File: config.mk
export PLATFORM = sky130hd
export DESIGN_NAME = mem_bus_sink_flat
export DESIGN_NICKNAME = d
export VERILOG_FILES = /design/src/rtl/slc3_pkg.sv /design/src/rtl/mem_bus_sink_if.sv /design/src/rtl/ld_reg.sv /design/src/rtl/mux_2t1.sv /design/src/rtl/mem_bus_sink.sv /design/src/flat_wrapper.sv
export SDC_FILE = /design/constraint.sdc
export NUM_CORES = 1
export LEC_CHECK = 0
export ABC_AREA = 1
export CORE_MARGIN = 2
export CORE_UTILIZATION = 44
export CTS_BUF_LIST = sky130_fd_sc_hd__clkbuf_8 sky130_fd_sc_hd__clkbuf_16
export CTS_CLUSTER_SIZE = 24
export DETAILED_ROUTE_END_ITERATION = 12
export GPL_ROUTABILITY_DRIVEN = 0
export PLACE_DENSITY = 0.95
export SLEW_MARGIN = 15
export SYNTH_ARGS = -nofsm -noshare
export SYNTH_HDL_FRONTEND = slang
export SYNTH_SLANG_ARGS = --single-unit
File: constraint.sdc
create_clock -name Clk -period 2.1 [get_ports Clk]
set_input_delay 0.42 -clock Clk [delete_from_list [all_inputs] [get_ports Clk]]
set_output_delay 0.42 -clock Clk [all_outputs]
set_load 0.05 [all_outputs]
File: src/rtl/slc3_pkg.sv
// Shared types and constants for the memory-side datapath blocks.
package slc3_pkg;
  localparam int BUS_W            = 16;
  localparam int DEFAULT_MEM_WAIT = 2;

  typedef enum logic [1:0] {IDLE, READ, WRITE, DONE} mem_state_t;
endpackage

File: src/rtl/mem_bus_sink_if.sv
// Bus-side and SRAM-side signals of the memory bus sink, grouped with driver/receiver views.
interface mem_bus_sink_if #(parameter int WIDTH = 16);
  logic [WIDTH-1:0] Bus;
  logic             LD_MAR;
  logic             LD_MDR;
  logic             MIO_EN;
  logic             Mem_Req;
  logic             Mem_Wr;
  logic [WIDTH-1:0] Mem_RData;
  logic [WIDTH-1:0] MAR;
  logic [WIDTH-1:0] MDR;
  logic [WIDTH-1:0] Mem_Addr;
  logic [WIDTH-1:0] Mem_WData;
  logic             Mem_CE_N;
  logic             Mem_OE_N;
  logic             Mem_WE_N;
  logic             Busy;
  logic             Mem_Done;

  modport master (
    output Bus, LD_MAR, LD_MDR, MIO_EN, Mem_Req, Mem_Wr, Mem_RData,
    input  MAR, MDR, Mem_Addr, Mem_WData, Mem_CE_N, Mem_OE_N, Mem_WE_N, Busy, Mem_Done
  );

  modport slave (
    input  Bus, LD_MAR, LD_MDR, MIO_EN, Mem_Req, Mem_Wr, Mem_RData,
    output MAR, MDR, Mem_Addr, Mem_WData, Mem_CE_N, Mem_OE_N, Mem_WE_N, Busy, Mem_Done
  );
endinterface

File: src/rtl/ld_reg.sv
// Load-enabled register with synchronous active-high clear.
module ld_reg #(
  parameter int WIDTH = 16
) (
  input  logic             i_clk,
  input  logic             i_rst,
  input  logic             i_ld,
  input  logic [WIDTH-1:0] i_d,
  output logic [WIDTH-1:0] o_q
);
  logic [WIDTH-1:0] r_q;

  always_ff @(posedge i_clk) begin
    if (i_rst)     r_q <= '0;
    else if (i_ld) r_q <= i_d;
  end

  assign o_q = r_q;
endmodule

File: src/rtl/mux_2t1.sv
// Two-input word mux.
module mux_2t1 #(
  parameter int WIDTH = 16
) (
  input  logic             i_sel,
  input  logic [WIDTH-1:0] i_d0,
  input  logic [WIDTH-1:0] i_d1,
  output logic [WIDTH-1:0] o_y
);
  assign o_y = i_sel ? i_d1 : i_d0;
endmodule

File: src/rtl/mem_bus_sink.sv
// Captures the datapath bus into MAR/MDR and sequences fixed-wait SRAM read/write accesses.
module mem_bus_sink
  import slc3_pkg::*;
#(
  parameter int WIDTH       = BUS_W,
  parameter int WAIT_CYCLES = DEFAULT_MEM_WAIT,
  parameter int CNT_W       = 4
) (
  input  logic          Clk,
  input  logic          Reset,
  mem_bus_sink_if.slave bus
);
  generate
    if (WAIT_CYCLES < 1 || WAIT_CYCLES > 15 || WAIT_CYCLES >= (1 << CNT_W)) begin : g_bad_cfg
      $error("mem_bus_sink: WAIT_CYCLES out of range for CNT_W");
    end
  endgenerate

  mem_state_t       r_state;
  logic [CNT_W-1:0] r_cnt;
  logic             r_ce_n, r_oe_n, r_we_n, r_busy, r_done;

  logic             w_idle, w_last, w_rd_cap;
  logic             w_ld_mar, w_ld_mdr, w_mdr_sel;
  logic [WIDTH-1:0] w_mdr_d, w_mar, w_mdr;

  assign w_idle   = (r_state == IDLE);
  assign w_last   = (r_cnt == CNT_W'(WAIT_CYCLES - 1));
  assign w_rd_cap = (r_state == READ) && w_last;

  // Bus loads only in IDLE; the read capture is the one MDR write allowed while busy.
  assign w_ld_mar  = w_idle && bus.LD_MAR;
  assign w_ld_mdr  = (w_idle && bus.LD_MDR) || w_rd_cap;
  assign w_mdr_sel = w_rd_cap || bus.MIO_EN;

  mux_2t1 #(.WIDTH(WIDTH)) u_mdr_mux (
    .i_sel (w_mdr_sel),
    .i_d0  (bus.Bus),
    .i_d1  (bus.Mem_RData),
    .o_y   (w_mdr_d)
  );

  ld_reg #(.WIDTH(WIDTH)) u_mar (
    .i_clk (Clk),
    .i_rst (Reset),
    .i_ld  (w_ld_mar),
    .i_d   (bus.Bus),
    .o_q   (w_mar)
  );

  ld_reg #(.WIDTH(WIDTH)) u_mdr (
    .i_clk (Clk),
    .i_rst (Reset),
    .i_ld  (w_ld_mdr),
    .i_d   (w_mdr_d),
    .o_q   (w_mdr)
  );

  always_ff @(posedge Clk) begin
    if (Reset) begin
      r_state <= IDLE;
      r_cnt   <= '0;
      r_ce_n  <= 1'b1;
      r_oe_n  <= 1'b1;
      r_we_n  <= 1'b1;
      r_busy  <= 1'b0;
      r_done  <= 1'b0;
    end else begin
      case (r_state)
        IDLE: begin
          if (bus.Mem_Req) begin
            r_cnt  <= '0;
            r_busy <= 1'b1;
            r_ce_n <= 1'b0;
            if (bus.Mem_Wr) begin
              r_state <= WRITE;
              r_we_n  <= 1'b0;
            end else begin
              r_state <= READ;
              r_oe_n  <= 1'b0;
            end
          end
        end
        READ, WRITE: begin
          r_cnt <= r_cnt + CNT_W'(1);
          if (w_last) begin
            r_state <= DONE;
            r_ce_n  <= 1'b1;
            r_oe_n  <= 1'b1;
            r_we_n  <= 1'b1;
            r_done  <= 1'b1;
          end
        end
        DONE: begin
          r_state <= IDLE;
          r_done  <= 1'b0;
          r_busy  <= 1'b0;
        end
        default: r_state <= IDLE;
      endcase
    end
  end

  assign bus.MAR       = w_mar;
  assign bus.MDR       = w_mdr;
  assign bus.Mem_Addr  = w_mar;
  assign bus.Mem_WData = w_mdr;
  assign bus.Mem_CE_N  = r_ce_n;
  assign bus.Mem_OE_N  = r_oe_n;
  assign bus.Mem_WE_N  = r_we_n;
  assign bus.Busy      = r_busy;
  assign bus.Mem_Done  = r_done;
endmodule

File: src/flat_wrapper.sv
// flat-port wrapper written by rule: the top's interface ports become plain ports
module mem_bus_sink_flat import slc3_pkg::*;
#(
  parameter int WIDTH       = BUS_W,
  parameter int WAIT_CYCLES = DEFAULT_MEM_WAIT,
  parameter int CNT_W       = 4
)
  (Clk, Reset, bus_Bus, bus_LD_MAR, bus_LD_MDR, bus_MIO_EN, bus_Mem_Req, bus_Mem_Wr, bus_Mem_RData, bus_MAR, bus_MDR, bus_Mem_Addr, bus_Mem_WData, bus_Mem_CE_N, bus_Mem_OE_N, bus_Mem_WE_N, bus_Busy, bus_Mem_Done);
  mem_bus_sink_if #(.WIDTH(WIDTH)) bus_i ();
  input  logic Clk;
  input  logic Reset;
  input wire logic [$bits(bus_i.Bus)-1:0] bus_Bus;
  input wire logic [$bits(bus_i.LD_MAR)-1:0] bus_LD_MAR;
  input wire logic [$bits(bus_i.LD_MDR)-1:0] bus_LD_MDR;
  input wire logic [$bits(bus_i.MIO_EN)-1:0] bus_MIO_EN;
  input wire logic [$bits(bus_i.Mem_Req)-1:0] bus_Mem_Req;
  input wire logic [$bits(bus_i.Mem_Wr)-1:0] bus_Mem_Wr;
  input wire logic [$bits(bus_i.Mem_RData)-1:0] bus_Mem_RData;
  output wire logic [$bits(bus_i.MAR)-1:0] bus_MAR;
  output wire logic [$bits(bus_i.MDR)-1:0] bus_MDR;
  output wire logic [$bits(bus_i.Mem_Addr)-1:0] bus_Mem_Addr;
  output wire logic [$bits(bus_i.Mem_WData)-1:0] bus_Mem_WData;
  output wire logic [$bits(bus_i.Mem_CE_N)-1:0] bus_Mem_CE_N;
  output wire logic [$bits(bus_i.Mem_OE_N)-1:0] bus_Mem_OE_N;
  output wire logic [$bits(bus_i.Mem_WE_N)-1:0] bus_Mem_WE_N;
  output wire logic [$bits(bus_i.Busy)-1:0] bus_Busy;
  output wire logic [$bits(bus_i.Mem_Done)-1:0] bus_Mem_Done;
  assign bus_i.Bus = bus_Bus;
  assign bus_i.LD_MAR = bus_LD_MAR;
  assign bus_i.LD_MDR = bus_LD_MDR;
  assign bus_i.MIO_EN = bus_MIO_EN;
  assign bus_i.Mem_Req = bus_Mem_Req;
  assign bus_i.Mem_Wr = bus_Mem_Wr;
  assign bus_i.Mem_RData = bus_Mem_RData;
  assign bus_MAR = bus_i.MAR;
  assign bus_MDR = bus_i.MDR;
  assign bus_Mem_Addr = bus_i.Mem_Addr;
  assign bus_Mem_WData = bus_i.Mem_WData;
  assign bus_Mem_CE_N = bus_i.Mem_CE_N;
  assign bus_Mem_OE_N = bus_i.Mem_OE_N;
  assign bus_Mem_WE_N = bus_i.Mem_WE_N;
  assign bus_Busy = bus_i.Busy;
  assign bus_Mem_Done = bus_i.Mem_Done;
  mem_bus_sink #(.WIDTH(WIDTH), .WAIT_CYCLES(WAIT_CYCLES), .CNT_W(CNT_W)) u_core (.Clk(Clk), .Reset(Reset), .bus(bus_i));
endmodule
# Word level (Yosys, flattened, before mapping)
# Cells that the tools add are included.
dict set report classes {
  addsub 1
  eq_ne 8
  muxes 19
  n_reduce_logical 17
}
# cell n
set op_table {}
lappend op_table {{16-bit 2-to-1 mux} 1}
lappend op_table {{1-bit case mux with 2 select lines} 5}
lappend op_table {{4-bit case mux with 2 select lines} 1}
lappend op_table {{2-bit AND reduction} 4}
lappend op_table {{4-bit AND reduction} 2}
lappend op_table {{1-bit 2-to-1 mux} 7}
lappend op_table {{2-bit 2-to-1 mux} 3}
lappend op_table {{2-bit inequality test (second input constant)} 3}
lappend op_table {{2-bit case mux with 3 select lines} 1}
lappend op_table {{2-bit nonzero test} 3}
lappend op_table {{4-bit by 1-bit adder with 4-bit output (second input constant)} 1}
lappend op_table {{2-bit equality test (second input constant)} 2}
lappend op_table {{4-bit by 1-bit equality test with 1-bit output (second input constant)} 1}
lappend op_table {{4-bit 2-to-1 mux} 1}
lappend op_table {{1-bit logical AND} 3}
lappend op_table {{3-bit AND reduction} 1}
lappend op_table {{2-bit by 1-bit equality test with 1-bit output (second input constant)} 1}
lappend op_table {{2-bit zero test} 1}
lappend op_table {{1-bit logical OR} 2}
lappend op_table {{2-bit by 1-bit inequality test with 1-bit output (second input constant)} 1}
lappend op_table {{2-bit OR reduction} 1}
dict set report word_totals {
  out_inout_bits 69
  reg_bits 43
}

# Longest topological paths before layout
# Gate-level depths: netlist (run 1).
dict set report depth {
  word_depth 4
  ltp_mapped 8
  depth_no_buf 7
}

# Cells and area by module
# Synthesis (run 1) repeated with hierarchy kept, for this count alone.
dict set report unflattened {
  hier_cells 389
  hier_area_um2 2503.7
}
# module n_inst area_each_um2 cells_per_inst seq_area_each_um2
set modules_own_cells {}
lappend modules_own_cells {ld_reg 2 670.6 101 320.3}
lappend modules_own_cells {mem_bus_sink 1 918.4 135 220.2}
lappend modules_own_cells {mux_2t1 1 244.0 52 0.0}

# Worst setup path after synthesis (run 1)
# OpenSTA, ideal clock, no wires.
dict set report synth_timing {
  path_type {register to register}
  from {register u_core.r_state[0]}
  to {register u_core.r_ce_n (netlist: u_core.bus.Mem_CE_N)}
  path_stages_with_launch 8
  path_buffers 0
  period_less_slack_ns 1.410
  setup_slack_ns 0.690
  setup_ns 0.122
  required_time_ns 1.978
  arrival_time_ns 1.288
  cell_sequence {dfxtp_1 > inv_1 > ha_1 > inv_1 > o21ai_2 > nand2_1 > a21oi_1 > nand2_1}
}
dict set report synth_via {
  elab_chain_cells 4
  elab_cells_between_ends 9
  cone_classes {eq/ne (4); mux (1); reduce/logical (4)}
}
# element line
set synth_rtl {}
lappend synth_rtl {{start, declared} mem_bus_sink.sv:19} ;# mem_state_t r_state;
lappend synth_rtl {{start signal, assigned} mem_bus_sink.sv:61} ;# r_state <= IDLE;
lappend synth_rtl {{start signal, assigned} mem_bus_sink.sv:76} ;# r_state <= WRITE;
lappend synth_rtl {{start signal, assigned} mem_bus_sink.sv:79} ;# r_state <= READ;
lappend synth_rtl {{2-bit equality test or 2-bit by 1-bit equality test with 1-bit output (tied branches)} mem_bus_sink.sv:69} ;# case (r_state)
lappend synth_rtl {{2-bit OR reduction} mem_bus_sink.sv:69}
lappend synth_rtl {{2-bit by 1-bit inequality test with 1-bit output (no line) or 2-bit nonzero test (tied branches)} n/a}
lappend synth_rtl {{3-bit AND reduction (no line)} n/a}
lappend synth_rtl {{end signal, assigned} mem_bus_sink.sv:63} ;# r_ce_n <= 1'b1;
lappend synth_rtl {{end signal, assigned} mem_bus_sink.sv:74} ;# r_ce_n <= 1'b0;
lappend synth_rtl {{end signal, assigned} mem_bus_sink.sv:88} ;# r_ce_n <= 1'b1;
lappend synth_rtl {{end, declared} mem_bus_sink.sv:21} ;# logic r_ce_n, r_oe_n, r_we_n, r_busy, r_done;
# Several ways; a longest one is shown, not always the timed one.
# A chain may end at the register's enable or synchronous reset.

# Worst setup path in the final report (run 1)
dict set report layout_timing {
  from {register u_core.u_mar.r_q[1] (netlist: u_core.u_mar.o_q[1])}
  to {output port bus_MAR[1]}
}
# element line
set layout_rtl {}
lappend layout_rtl {{start, declared} ld_reg.sv:11} ;# logic [WIDTH-1:0] r_q;
lappend layout_rtl {{start signal, assigned} ld_reg.sv:15} ;# else if (i_ld) r_q <= i_d;
lappend layout_rtl {{end, declared} flat_wrapper.sv:19} ;# output wire logic [$bits(bus_i.MAR)-1:0] bus_MAR;
# No word-level cell between the ends.

==> results.md, run 1 <==
* Post-route setup slack at roughly 150 ps
* Sw Pwr at between 2 and 3 mW
* Relative slew slack at 63.9%
* Worst stage delay on the critical path at 850 ps
* Critical path class: reg -> out
* CTS resizes at 0
* Critical Path AT at about 1500 ps
* Clock Pin Slew Worst Setup and Hold Paths at around 80 ps
* FP Rows at 26
* Pre-CTS setup slack at 398 ps
* Vias per cell at roughly 5
* Clock skew at 11.5 ps
* Via count at ~2,300
* Initial antenna violation count at 0
* Sequential share of the synthesized area at 38.0%
* Slowest stage cell on the critical path: clkdlybuf4s50_1
* Most frequent cells in the layout: 107 x clkdlybuf4s50_1, 69 x nor2_1, 43 x dfxtp_1
* Max IR drop VDD at between 800 and 900 uV
* Setup crit start kind: flip-flop
* Family with the most delay on the worst path: buffers and inverters
* Core area at 5040 sq um
* Setup tns final at 0 ps
* Hold buffers post-CTS at 0
* H-Tree Depth at 2
* Hold Vio Cnt, Final at 0
* Worst Hold Path EP: u_core.bus.Mem_OE_N
* Ant diodes at 0
* DRT Pass-1 Iters at 5
* P per Cell Area at between 1500 and 2000 nW/um^2
* Crit Reg-Reg Endpoint: u_core.u_mdr.o_q[7]
* Period Utilization, post-route at between 90 and 100%
* Cells after Synth at roughly 320
* CP Buf/Inv Count at 1
* Outcome: completed
* Leak at roughly 1.4 nW
* Die area at ~5700 sq um
* Cell Int Power at 2.30 mW
* All-Layer GR Usage at a little over a fifth
* Worst path cell trace: clkdlybuf4s50_1
* # Max-Cap Violations at 0
* Hold WC Path Type: reg -> reg
* Critical Path Fanout Max at 3
* Combinational Power Share at ~65%
* Die width at around 76 um
* Reg power frac at roughly a quarter
* Crit path time final at 1950 ps
* IO Pins at between 100 and 150
* Post-CTS Setup Inserts at 0
* Initial core utilization at between 40% and 50%
* Yosys cell types at 22
* Port buffer count at between 100 and 150
* Grt ovf at 0
* Crit. End Element: primary output
* Worst hold start: u_core.bus.Mem_OE_N
* Synth Area per Inst at 6.99 sq um
* Max-slew violations at 0
* R2R depth at 6
* Mapped cell area at between 2000 and 2500 sq um
* Filler cells at 424
* Avg WL per Cell at approximately 13 um
* Switching fraction of total power at 53.9%
* CP Depth at 1
* Skew-Pair Late Insertion Delay at around 300 ps
* First-pass GRT wire length at 9350 um
* Commonest non-fill, non-tap cell in the layout: clkdlybuf4s50_1
* FMAX at 0.513 GHz
* CTS tree: built
* Total wire length at 6010 um
* RSZ-0062 raised after global routing: false
* Final hold slack at between 400 and 500 ps
* Antenna Nets Post-Route at 0
* Final net count at between 400 and 500
* Clk network pwr share at about a tenth
* CP required at approximately 1700 ps
* Fin util at a little under two thirds
* Hold-critical path depth at 2
* Number of CTS-inserted buffers at 5
* Clock tree buffer depth at 2
* Die height at about 76 um
* Final setup viols at 0
* Ys Warns at 0
* Clk root buf: clkbuf_8
* Hpwl dp at approximately 4600 um
* Largest net degree at the start of global routing at 36
* #FFs+latches synth at between 40 and 50
* Least-Margin Pin Slew at 540 ps
* Worst r2r src: u_core.r_cnt[0]
* Share of layout cells above drive strength 1 at 3.80%
* Syn Nets at 369
* R2R Setup Slk at between 300 and 400 ps
* Initial detailed-routing violation count at about 180
* Remaining DRCs at 0
* Layout Area Growth over Synthesis at 41.4%
* CTS sink cnt at 43
* Vias in the first global route at between 2,000 and 2,500
==> sequential cells by signal (all words and copies together) (netlist names) <==
| name | flops |
|---|---|
| u_core.bus.Busy | 1 |
| u_core.bus.Mem_CE_N | 1 |
| u_core.bus.Mem_Done | 1 |
| u_core.bus.Mem_OE_N | 1 |
| u_core.bus.Mem_WE_N | 1 |
| u_core.r_cnt | 4 |
| u_core.r_state | 2 |
| u_core.u_mar.o_q | 16 |
| u_core.u_mdr.o_q | 16 |
==> power groups by stage <==
stage | Clock (mW) | Combinational, mW | Sequential [mW]
4_1_cts | 0.512 | 3.23 | 1.26
3_3_place_gp | 0 | 3.15 | 1.26
3_5_place_dp | 0 | 3.22 | 1.28
6_report | 0.504 | 3.22 | 1.26
2_1_floorplan | 0 | 1.75 | 1.99
5_1_grt | 0.546 | 3.43 | 1.30
==> logic make-up (layout without fill, tap and decap cells) <==
logic type / after synthesis / count (layout) / share of synthesized area [%]
AO/OA/AOI/OAI: 66 / 66 / 14.9
buffers and inverters: 75 / 146 / 19.2
flip-flops: 43 / 43 / 38.0
AND/OR/NAND/NOR: 134 / 134 / 24.6
adder cells (fa/ha/maj): 6 / 6 / 3.31
==> worst max-delay path by stage <==
stage	startpoint	endpoint	slack [ps]
final	u_core.u_mar.o_q[1]	bus_MAR[1]	150
after global routing	u_core.u_mar.o_q[1]	bus_MAR[1]	120
after CTS	u_core.u_mar.o_q[1]	bus_MAR[1]	140
after detailed placement	bus_LD_MAR	u_core.u_mar.o_q[15]	400
after global placement	u_core.r_cnt[0]	u_core.u_mdr.o_q[9]	450
after floorplan	u_core.r_state[0]	u_core.bus.Mem_CE_N	690
==> worst min-delay path, stage by stage, from the launching register on <==
cell and delay (ps):
dfxtp_1 320, nand2_1 60, nand2_1 40
==> layer usage <==
layer	routed length, um	up-vias	GRT usage [%]
met3	391	11	2.65
met5	0	-	0
met1	2410	1016	26.9
met2	3090	106	36.2
li1	-	1139	-
met4	115	0	7.80
==> cell usage after synthesis (all sizes together) <==
cell	number	area (sq um)
dfxtp	43	861
a211oi	1	7.51
a21oi	27	135
inv	28	105
and3	1	6.26
nand2	40	158
o21ai	37	189
ha	6	75.1
nand3	23	128
buf	41	307
nor2	70	265
o22ai	1	6.26
clkbuf	6	22.5
==> stage by stage <==
stage	std cells	power, mW	area [sq um]
floorplan	324	3.74	2260
global placement	457	4.41	3120
detailed placement	457	4.49	3120
CTS	465	5.00	3200
global route	465	5.27	3200
finish	465	4.99	3200
==> cell type report <==
cell class	count	area, sq um	area share [%]
Clock inverter	3	16.3	0.508
Timing Repair Buffer	110	1090	34.2
Clock buffer	5	68.8	2.15
Multi-Input combinational cell	206	970	30.3
Sequential cell	43	861	26.9
Inverter	28	105	3.28
Tap cell	70	87.6	2.74
Power figures use the tool's default switching activity.
==> inputs of run 2 (changes only) <==
--- a/config.mk
+++ b/config.mk
@@ -17,3 +17,4 @@
 export SYNTH_ARGS = -nofsm -noshare
 export SYNTH_HDL_FRONTEND = slang
 export SYNTH_SLANG_ARGS = --single-unit
+export TNS_END_PERCENT = 100
==> results of run 2 <==
No change in the layout: final DEF, timing and power equal those of run 1.
